$ cat src/rtl/obc_check_pkg.sv
// Shared constants for the OBC challenge/response checker: FSM encoding,
// question generator seed/taps, answer width and the generator step.
package obc_check_pkg;

  localparam int ANS_W = 4;
  localparam int ST_W  = 3;

  // FSM state encoding; also the value seen on the state_dbg port.
  localparam logic [ST_W-1:0] ST_IDLE     = 3'd0;
  localparam logic [ST_W-1:0] ST_ISSUE    = 3'd1;
  localparam logic [ST_W-1:0] ST_WAIT_ANS = 3'd2;
  localparam logic [ST_W-1:0] ST_EVAL     = 3'd3;
  localparam logic [ST_W-1:0] ST_RETRY    = 3'd4;
  localparam logic [ST_W-1:0] ST_SHUTDOWN = 3'd5;

  // Question generator: default seed and feedback taps (bits 3 and 2).
  localparam logic [ANS_W-1:0] LFSR_SEED_DEF = 4'b0001;
  localparam logic [ANS_W-1:0] LFSR_TAPS     = 4'b1100;

  // One step of the question generator: shift left, feedback into bit 0.
  function automatic logic [ANS_W-1:0] lfsr_next(input logic [ANS_W-1:0] q);
    return {q[ANS_W-2:0], ^(q & LFSR_TAPS)};
  endfunction

endpackage

$ cat src/rtl/obc_answer_calc.sv
// Expected OBC answer for a given challenge value (pure combinational).
module obc_answer_calc
  import obc_check_pkg::*;
(
  input  logic [ANS_W-1:0] q,
  output logic [ANS_W-1:0] a
);

  // Bit 0 is the inverted LSB; higher bits are XORs of adjacent question bits.
  assign a = {q[2] ^ q[3], q[1] ^ q[2], q[0] ^ q[1], ~q[0]};

endmodule

$ cat src/rtl/obc_challenge_ctrl.sv
// Challenge/response supervisor for OBC1: issues LFSR questions, checks the
// answers over a round, retries once after an OBC1 reset and hands control to
// OBC2 (override) if the retry round also fails.
//
// Handshake: q_valid is raised in ISSUE and held, with question stable, until
// the cycle q_ready is seen high; that cycle is the transfer. ans_valid is a
// single-cycle strobe with no back-pressure, honoured only while waiting.
module obc_challenge_ctrl
  import obc_check_pkg::*;
#(
  parameter int               ROUND_LEN   = 10,
  parameter int               TIMEOUT_CYC = 255,
  parameter logic [ANS_W-1:0] LFSR_SEED   = LFSR_SEED_DEF
) (
  input  logic             clk,
  input  logic             reset_n,
  input  logic             start,
  output logic             q_valid,
  input  logic             q_ready,
  output logic [ANS_W-1:0] question,
  input  logic             ans_valid,
  input  logic [ANS_W-1:0] answer_obc,
  output logic             busy,
  output logic             check_ok,
  output logic             override,
  output logic             obc1_reset,
  output logic [3:0]       fail_cnt,
  output logic [ST_W-1:0]  state_dbg
);

  localparam logic [3:0] ROUND_LEN_C = 4'(ROUND_LEN);
  localparam logic [7:0] TMO_LOAD    = 8'(TIMEOUT_CYC);

  logic [ST_W-1:0]  state_q,    state_n;
  logic [ANS_W-1:0] lfsr_q,     lfsr_n;
  logic [ANS_W-1:0] q_hold_q,   q_hold_n;
  logic [ANS_W-1:0] ans_q,      ans_n;
  logic [3:0]       qcnt_q,     qcnt_n;
  logic [3:0]       fail_q,     fail_n;
  logic [7:0]       tmo_q,      tmo_n;
  logic             tmo_fail_q, tmo_fail_n;
  logic             retry_q,    retry_n;
  logic             check_ok_q, check_ok_n;

  logic [ANS_W-1:0] exp_ans;
  logic             q_wrong;
  logic [3:0]       fail_sum;

  // Expected answer for the question that was accepted by OBC1.
  obc_answer_calc u_answer_calc (
    .q (q_hold_q),
    .a (exp_ans)
  );

  // Verdict of the question under evaluation and the saturating fail count.
  always_comb begin
    q_wrong  = tmo_fail_q || (ans_q != exp_ans);
    fail_sum = (q_wrong && (fail_q != 4'd15)) ? fail_q + 4'd1 : fail_q;
  end

  // Next-state and next-register values for the whole controller.
  always_comb begin
    state_n    = state_q;
    lfsr_n     = lfsr_q;
    q_hold_n   = q_hold_q;
    ans_n      = ans_q;
    qcnt_n     = qcnt_q;
    fail_n     = fail_q;
    tmo_n      = tmo_q;
    tmo_fail_n = tmo_fail_q;
    retry_n    = retry_q;
    check_ok_n = check_ok_q;
    case (state_q)
      ST_IDLE: begin
        if (start) begin
          state_n = ST_ISSUE;
          fail_n  = 4'd0;
          qcnt_n  = 4'd0;
        end
      end
      ST_ISSUE: begin
        if (q_ready) begin
          state_n    = ST_WAIT_ANS;
          tmo_n      = TMO_LOAD;
          tmo_fail_n = 1'b0;
          q_hold_n   = lfsr_q;
          lfsr_n     = lfsr_next(lfsr_q);
        end
      end
      ST_WAIT_ANS: begin
        // An answer arriving in the last allowed cycle still wins over timeout.
        if (ans_valid) begin
          ans_n   = answer_obc;
          state_n = ST_EVAL;
        end else begin
          tmo_n = tmo_q - 8'd1;
          if (tmo_q == 8'd1) begin
            tmo_fail_n = 1'b1;
            state_n    = ST_EVAL;
          end
        end
      end
      ST_EVAL: begin
        fail_n = fail_sum;
        qcnt_n = qcnt_q + 4'd1;
        if ((qcnt_q + 4'd1) < ROUND_LEN_C) begin
          state_n = ST_ISSUE;
        end else if (fail_sum == 4'd0) begin
          state_n    = ST_IDLE;
          check_ok_n = 1'b1;
          retry_n    = 1'b0;
        end else if (!retry_q) begin
          state_n    = ST_RETRY;
          check_ok_n = 1'b0;
        end else begin
          state_n    = ST_SHUTDOWN;
          check_ok_n = 1'b0;
        end
      end
      ST_RETRY: begin
        retry_n = 1'b1;
        fail_n  = 4'd0;
        qcnt_n  = 4'd0;
        state_n = ST_ISSUE;
      end
      ST_SHUTDOWN: begin
        state_n = ST_SHUTDOWN;
      end
      default: begin
        state_n = ST_IDLE;
      end
    endcase
  end

  // All controller registers; reset aborts any round in flight.
  always_ff @(posedge clk or negedge reset_n) begin
    if (!reset_n) begin
      state_q    <= ST_IDLE;
      lfsr_q     <= LFSR_SEED;
      q_hold_q   <= LFSR_SEED;
      ans_q      <= '0;
      qcnt_q     <= 4'd0;
      fail_q     <= 4'd0;
      tmo_q      <= 8'd0;
      tmo_fail_q <= 1'b0;
      retry_q    <= 1'b0;
      check_ok_q <= 1'b0;
    end else begin
      state_q    <= state_n;
      lfsr_q     <= lfsr_n;
      q_hold_q   <= q_hold_n;
      ans_q      <= ans_n;
      qcnt_q     <= qcnt_n;
      fail_q     <= fail_n;
      tmo_q      <= tmo_n;
      tmo_fail_q <= tmo_fail_n;
      retry_q    <= retry_n;
      check_ok_q <= check_ok_n;
    end
  end

  // Outputs decoded from state so they follow an async reset immediately.
  always_comb begin
    q_valid    = (state_q == ST_ISSUE);
    busy       = (state_q != ST_IDLE) && (state_q != ST_SHUTDOWN);
    override   = (state_q == ST_SHUTDOWN);
    obc1_reset = (state_q == ST_RETRY);
    question   = lfsr_q;
    fail_cnt   = fail_q;
    check_ok   = check_ok_q;
    state_dbg  = state_q;
  end

endmodule

$ cat config.mk
export PLATFORM = sky130hd
export DESIGN_NAME = obc_challenge_ctrl
export DESIGN_NICKNAME = d
export VERILOG_FILES = /design/src/rtl/obc_check_pkg.sv /design/src/rtl/obc_answer_calc.sv /design/src/rtl/obc_challenge_ctrl.sv
export SDC_FILE = /design/constraint.sdc
export NUM_CORES = 1
export LEC_CHECK = 0
export BUFFER_PORTS_ARGS = -buffer_cell sky130_fd_sc_hd__buf_2
export CORE_MARGIN = 2
export CORE_UTILIZATION = 40
export DETAILED_ROUTE_END_ITERATION = 8
export MAX_ROUTING_LAYER = met4
export PLACE_DENSITY = 0.6
export SKIP_CTS_REPAIR_TIMING = 1
export SLEW_MARGIN = 20
export SYNTH_ARGS = -nofsm -noshare
export SYNTH_HDL_FRONTEND = slang
export SYNTH_SLANG_ARGS = --single-unit
$ cat constraint.sdc
create_clock -name clk -period 4.05 [get_ports clk]
set_input_delay 0.81 -clock clk [delete_from_list [all_inputs] [get_ports clk]]
set_output_delay 0.81 -clock clk [all_outputs]
set_load 0.05 [all_outputs]
==> key figures <==
Die
  • Initial core utilization: 0.424
  • IO Pins: 25
  • Core area: 4090 um2
  • FP Rows: 23
  • Die H: 69.8 um
  • Die Wd: 69.8 um
  • DIE AREA: 4870 um2

Routing
  • DRC: 0
  • Vias per cell: 5.51
  • Final WL: 3.57 mm
  • Antenna viol nets, final: 0
  • Vias: 1362
  • Drt initial violations: 63
  • DR pass1 iterations: 4
  • Post-DR wirelength/cell: 14.5 um

Layout
  • Final #Nets: 209
  • Ant. Diodes: 0
  • Layout cell share with drive strength beyond 1: 0.239
  • Area growth syn-to-layout: 13.1%
  • Fill count: 400
  • Final Util: 0.479

Setup path
  • CP endpoint: q_valid
  • Critical Path Fanout Max: 11
  • Worst r2r src: state_dbg[1]
  • CP arrival: 1.63 ns
  • CP required: 3.24 ns
  • CP startpoint kind: register
  • FF-to-FF path depth: 5
  • Capturing point of the worst reg2reg path: tmo_q[7]
  • CP Launch Point: state_dbg[0]
  • FF-to-FF setup slack: 2.09 ns
  • Crit. End Element: output port
  • Kind of critical path: register to output port

Power and ir drop
  • PD cells: 635 nW/um2
  • Combinational power share: 0.421
  • Reg power frac: 0.383
  • Net Sw Frac: 0.439
  • Net Sw Power: 0.000546 W
  • Clock network power share: 0.196
  • LEAKAGE: 0.883 nW
  • Worst vdd ir: 0.269 mV
  • P_int: 0.000699 W

Timing
  • Period utilisation layout: 0.603
  • Clock Skews: 0.00504 ns
  • Max-slew headroom: 0.532
  • Final hold violation count: 0
  • Final Max Tran Viols: 0
  • Worst slew pin tran: 0.702 ns
  • Setup_tns: 0 ns
  • Fin Hold WS: 0.498 ns
  • Tmin final: 2.44 ns
  • Max Clock Freq: 409 MHz
  • RSZ-0062 raised after global routing: false
  • Finish-stage setup viols: 0

Placement
  • RePlAce Congestion: 0.823
  • Port-buffer cells: 24
  • Post-DP HPWL: 2.61 mm

Synthesis
  • Yosys warns: 0
  • Largest cells by area after synthesis: dfrtp_1 (43%), mux2_2 (6.5%), nand2_1 (3.7%)
  • Synth area leader: dfrtp_1
  • Post-synth EDFFs: 0
  • Gate count of the mapped netlist: 172
  • Main synth FF type: dfrtp_1
  • Post-Syn Area: 1730 um2
  • Top-count cell post-synth: dfrtp_1
  • Syn Nets: 185
  • Synth Register Bits: 32
  • Synth Area per Inst: 10.1 um2
  • Top cell type's share of synthesized area: 0.433
  • Synth cell count leaders: dfrtp_1 (30), nand2_1 (17), nor2_1 (17)
  • Sequential share of the synthesized area: 0.464
  • Share of async-settable or async-resettable flops after synthesis: 1.00
  • Netlist cell types: 45

Global routing
  • GRT Total Usage: 0.163
  • Largest net degree at the start of global routing: 33
  • Gr ovfl total: 0
  • Initial antenna violation count: 0
  • Vias in the first global route: 1343
  • First-pass GRT wire length: 6.15 mm

Clock tree
  • H-tree depth: 2
  • Clock tree from TritonCTS: yes
  • Clock tree buffer depth: 2
  • Clock transition at path regs: 0.06 ns
  • Root Buffer: clkbuf_8
  • Clock Sinks: 32
  • CTS Buf Count: 5
  • Clk_lat worst skew: 0.28 ns

Status
  • Status: finished, final reports clean

Hold path
  • HP Class: register to register

Flow run
  • Max-cap violations: 0
## routing by layer
metal	track usage	share of wire
met1	0.200	0.46
met2	0.253	0.47
met5	-	0
met4	0.0577	0.0098
met3	0.0523	0.057
## power by group through the flow
stage / sequential, W / clock, W / combinational [W]
5_1_grt: 0.000490 / 0.000269 / 0.000575
3_5_place_dp: 0.000482 / 0 / 0.000523
2_1_floorplan: 0.000532 / 0 / 0.000361
6_report: 0.000477 / 0.000244 / 0.000524
3_3_place_gp: 0.000476 / 0 / 0.000508
4_1_cts: 0.000476 / 0.000253 / 0.000527
## worst max-delay path, stage by stage, from the launching register on
cell and delay [ns]:
dfrtp_1 0.52, inv_1 0.16, nor3_1 0.34, buf_2 0.33
## worst min path at each step
stage | slack [ns] | from | end | cells after the start
after floorplan | 0.46 | qcnt_q[3] | qcnt_q[3] | 2
after global placement | 0.48 | question[0] | question[0] | 2
after detailed placement | 0.49 | check_ok | check_ok | 1
after CTS | 0.50 | check_ok | check_ok | 1
after global routing | 0.52 | check_ok | check_ok | 1
final | 0.50 | question[0] | question[0] | 2
## registers in the layout (all words and copies together) (netlist names)
| register | cells |
|---|---|
| retry_q | 1 |
| question | 3 |
| tmo_fail_q | 1 |
| qcnt_q | 4 |
| fail_cnt | 4 |
| ans_q | 4 |
| state_dbg | 3 |
| tmo_q | 8 |
| q_hold_q | 3 |
| check_ok | 1 |
## through the flow
| step | total power, W | setup slack (ns) | cells | area (um2) |
|---|---|---|---|---|
| 2_1_floorplan | 0.000893 | 1.00 | 172 | 1730 |
| 4_1_cts | 0.00126 | 1.60 | 247 | 1960 |
| 3_5_place_dp | 0.00100 | 1.72 | 239 | 1870 |
| 5_1_grt | 0.00133 | 1.47 | 247 | 1960 |
| 6_report | 0.00124 | 1.61 | 247 | 1960 |
| 3_3_place_gp | 0.000984 | 1.77 | 239 | 1870 |
## cell type report
cell class                      count  area (um2)  share of cell area
Tap cell                           50        62.6              0.0319
Sequential cell                    32         803               0.410
Multi-Input combinational cell    126         857               0.437
Timing Repair Buffer               24         120              0.0613
Inverter                            7        26.3              0.0134
Clock buffer                        8        90.1              0.0460
## layout by cell type, fill, tap and decap left out, types with 2 or more instances in the layout
cell type,count
a21oi_1,7
a31oi_1,5
a32oi_1,2
and2_1,2
and3_1,3
buf_2,24
clkbuf_1,2
clkbuf_8,6
dfrtp_1,30
dfstp_2,2
ha_1,4
inv_1,7
mux2_2,10
nand2_1,17
nand2b_1,4
nand3_1,2
nor2_1,17
nor3_1,3
nor4_1,2
o2111ai_1,2
o211ai_1,3
o21ai_0,10
o21ai_1,2
o31ai_1,2
o41ai_1,2
xnor2_1,6
xor2_1,4
## cell families (layout without fill, tap and decap cells)
logic type,count (synthesis),after routing,share of synthesized area
buf+inv,14,39,0.0419
fa+ha+maj,4,4,0.0289
mux,11,11,0.0708
xor+xnor,10,10,0.0505
simple gates,59,59,0.181
flops,32,32,0.464
compound gates,42,42,0.163
Note: power is estimated with default switching activity, not from simulation.
